`src/rtl/bcd_adder.sv`:
```
// Single-digit BCD adder: in1 + in2 + Cin -> registered tens (MSout) and units (LSout) digits.
// A result is captured only on in_valid; err flags an operand above 9 when CHECK_INPUTS is set.
module bcd_adder #(
  parameter bit CHECK_INPUTS = 1'b1
) (
  input  logic       clk,
  input  logic       rst_n,
  input  logic       in_valid,
  input  logic [3:0] in1,
  input  logic [3:0] in2,
  input  logic       Cin,
  output logic [3:0] MSout,
  output logic [3:0] LSout,
  output logic       out_valid,
  output logic       err
);

  // Handshake: in_valid qualifies in1/in2/Cin for one cycle; out_valid pulses exactly one
  // cycle later with that result. There is no ready; a result is produced every valid cycle.

  logic [4:0] sum_w;
  logic [4:0] adj_w;
  logic       illegal_w;

  logic [3:0] ms_d, ms_q;
  logic [3:0] ls_d, ls_q;
  logic       err_d, err_q;
  logic       valid_d, valid_q;

  assign sum_w     = 5'(in1) + 5'(in2) + 5'(Cin);
  assign adj_w     = sum_w - 5'd10;
  assign illegal_w = CHECK_INPUTS && ((in1 > 4'd9) || (in2 > 4'd9));

  always_comb begin
    ms_d    = ms_q;
    ls_d    = ls_q;
    err_d   = err_q;
    valid_d = 1'b0;
    if (in_valid) begin
      valid_d = 1'b1;
      err_d   = illegal_w;
      if (illegal_w) begin
        // Illegal operands yield a clean zero result rather than a meaningless digit.
        ms_d = 4'd0;
        ls_d = 4'd0;
      end else if (sum_w > 5'd9) begin
        ms_d = 4'd1;
        ls_d = adj_w[3:0];
      end else begin
        ms_d = 4'd0;
        ls_d = sum_w[3:0];
      end
    end
  end

  always_ff @(posedge clk or negedge rst_n) begin
    if (!rst_n) begin
      ms_q    <= 4'd0;
      ls_q    <= 4'd0;
      err_q   <= 1'b0;
      valid_q <= 1'b0;
    end else begin
      ms_q    <= ms_d;
      ls_q    <= ls_d;
      err_q   <= err_d;
      valid_q <= valid_d;
    end
  end

  assign MSout     = ms_q;
  assign LSout     = ls_q;
  assign err       = err_q;
  assign out_valid = valid_q;

endmodule

```
`config.mk`:
```
export PLATFORM = sky130hd
export DESIGN_NAME = bcd_adder
export DESIGN_NICKNAME = d
export VERILOG_FILES = /design/src/rtl/bcd_adder.sv
export SDC_FILE = /design/constraint.sdc
export NUM_CORES = 1
export LEC_CHECK = 0
export ABC_AREA = 1
export CAP_MARGIN = 20
export CORE_MARGIN = 10
export CORE_UTILIZATION = 42
export CTS_CLUSTER_DIAMETER = 150
export CTS_CLUSTER_SIZE = 40
export DETAILED_ROUTE_END_ITERATION = 10
export PLACE_DENSITY = 0.77
export SYNTH_ARGS = -nofsm -noshare
export SYNTH_HDL_FRONTEND = slang
export SYNTH_SLANG_ARGS = --single-unit
```
`constraint.sdc`:
```
create_clock -name clk -period 0.9 [get_ports clk]
set_clock_uncertainty 0.2 [all_clocks]
set_input_delay 0.27 -clock clk [delete_from_list [all_inputs] [get_ports clk]]
set_output_delay 0.27 -clock clk [all_outputs]
set_load 0.01 [all_outputs]
```
==> metrics <==
run status=complete, but fails checks; failing checks=negative setup slack; Rows=13; final setup fails=13; Total Routing Usage GR=11.7%; drt wl/cell=13.9 um; Synth top area share=30.7%; max-cap violations=0; hold crit path type=primary input to asynchronous set/reset pin; Slowest Stage Delay on Critical Path=570 ps; DRC Markers=0; Cells after Synth=75; Sink Count=7; Area Growth Syn to Fin=80.9%; Pwr per Cell Area=1430 mW/mm2; Placer Congestion=0.751; # diodes=0; Core Region=0.00128 mm2; Leakage=0.577 nW; commonest non-fill, non-tap cell in the layout=buf_4; CTS H-tree depth=1; Worst-path clk slew=60 ps; number of vias per cell=4.91; post-synthesis cell type count=17; dominant cells by area after synthesis=dfrtp_1, nand2_1, nand3_1, ha_1, fa_1; cell taking the most area after synthesis=dfrtp_1; die width=56.9 um; ratio of cells with drive above 1 in the final layout=55.6%; setup ws final=-1260 ps; worst path required time=860 ps; worst skew pair latency=260 ps; arrival time worst endpoint=2120 ps; Worst Setup End Kind=register; Max Fanout on Critical Path=4; grt total ovfl=0; post-synthesis sequential area ratio=30.7%; CP cell instances=buf_6 > fa_2 > fa_2 > inv_2 > ha_4 > inv_2 > nor2_2 > a21oi_2 > nand2_2 > nand2_4 > nand3_2 > nand2_1 > nand2_1; VDD IR max=0.589 mV; via count=693; min cycle time layout=2160 ps; Detail Route Antenna Nets=0; Routed WL=1.96 mm; Num CTS Buffers=3; f_max=0.463 GHz; total chip power=1.48 mW; CP max stage cell=fa_2; crit-path leading delay family=adder cells; RSZ-0062 raised after global routing=yes; Initial Util=44.4%; Yosys warning count=0; Util after Layout=80.3%; Nets=145; fin crit share=240%; global-route wire length before repair=3.12 mm; Die Ht=56.9 um; HPWL Detailed=1.33 mm; Synth Register Bits=7; startpoint types=primary input; initial antenna violation count=0; mapped cell area=571 um2; CP bufs+invs=3; most frequent cells in the layout=buf_4, nand2_1, buf_2, dfrtp_1, nand3_1; DRT Pass-1 Iters=4; Final Max Tran Viols=0; Ports=22; CTS max path bufs=2; final-report hold violation count=0; CTS tree=done; critical path class=primary input to register; initial DRC count=17; IO buf count=18; CTS Root Cell=clkbuf_4; vias in the first global route=721; largest net degree at the start of global routing=6; Avg Cell Area, Syn=7.61 um2; Die ar.=0.00323 mm2
synthesized netlist by cell type:
| master | number |
|---|---|
| buf_4 | 3 |
| nand2_2 | 2 |
| fa_1 | 2 |
| nor2_1 | 5 |
| dfrtp_1 | 7 |
| conb_1 | 1 |
| ha_1 | 4 |
| inv_1 | 9 |
| a21oi_1 | 1 |
| a21oi_2 | 1 |
| inv_2 | 1 |
| a21oi_4 | 1 |
| o21ai_2 | 1 |
| nand3_1 | 11 |
| o21ai_0 | 3 |
| nand2_4 | 2 |
| nand2_1 | 21 |
where the power goes:
part           leakage [nW]  switching (mW)  internal [mW]  total (mW)
registers            0.0881          0.0191          0.355       0.374
logic                 0.474           0.378          0.406       0.785
clock network        0.0150           0.147          0.171       0.318
total                 0.577           0.545          0.933        1.48
path summary, 6_finish.rpt:
check	endpoint	startpoint	cells past startpoint	slack (ps)
min in group clk	out_valid	in_valid	2	90
worst min register to register	LSout[3]	LSout[3]	2	290
worst max register to register	MSout[0]	MSout[0]	4	-150
worst min-delay path	LSout[1]	rst_n	2	90
max in group asynchronous	MSout[0]	rst_n	2	310
worst max-delay path	LSout[3]	in1[0]	13	-1260
area by class of cell:
class / count / area, um2
clock buffers: 4 / 26.3
fillers: 93 / 253
inverters: 10 / 40.0
multi-input cells: 57 / 404
flip-flops and latches: 7 / 175
well taps: 15 / 18.8
repair buffers: 48 / 368
per-layer routing:
layer  global-route usage [%]  part of all wire (%)  vias up
met1                     10.2                    34      307
met5                        0                     0        -
li1                         -                     -      333
met4                     6.04                   4.7        0
met2                     22.9                    52       42
met3                     3.82                   9.0       11
stage by stage:
step                      hold slack [ps]  cell area (um2)  setup TNS [ps]  worst slack [ps]  instances
after global placement                261              906          -11990             -1810        124
after global routing                 98.0             1030           -8450             -1320        141
after floorplan                      -226              602           -5550             -1330         77
after CTS                             109              976           -8010             -1300        136
final                                87.8             1030           -7920             -1260        141
after detailed placement              270              906          -12410             -1880        124
state kept, by name (all words and copies together) (netlist names):
register   count
out_valid      1
err            1
LSout          4
MSout          1
kinds of logic after synthesis:
family	after synthesis	share of synthesized area [%]
AND/OR/NAND/NOR	41	32.9
adder cells (fa/ha/maj)	6	15.8
other	1	0.657
AO/OA/AOI/OAI	7	9.43
buffers and inverters	13	10.5
flip-flops	7	30.7
repair_timing:
item | 4_1_cts | 5_1_grt
pin swaps | 8 | 7
hold buffers | 0 | 0
setup buffers | 8 | 5
gates resized for setup | 57 | 6
setup endpoints to repair | 13 | 13
No activity file was read; power rests on OpenSTA's default activity.
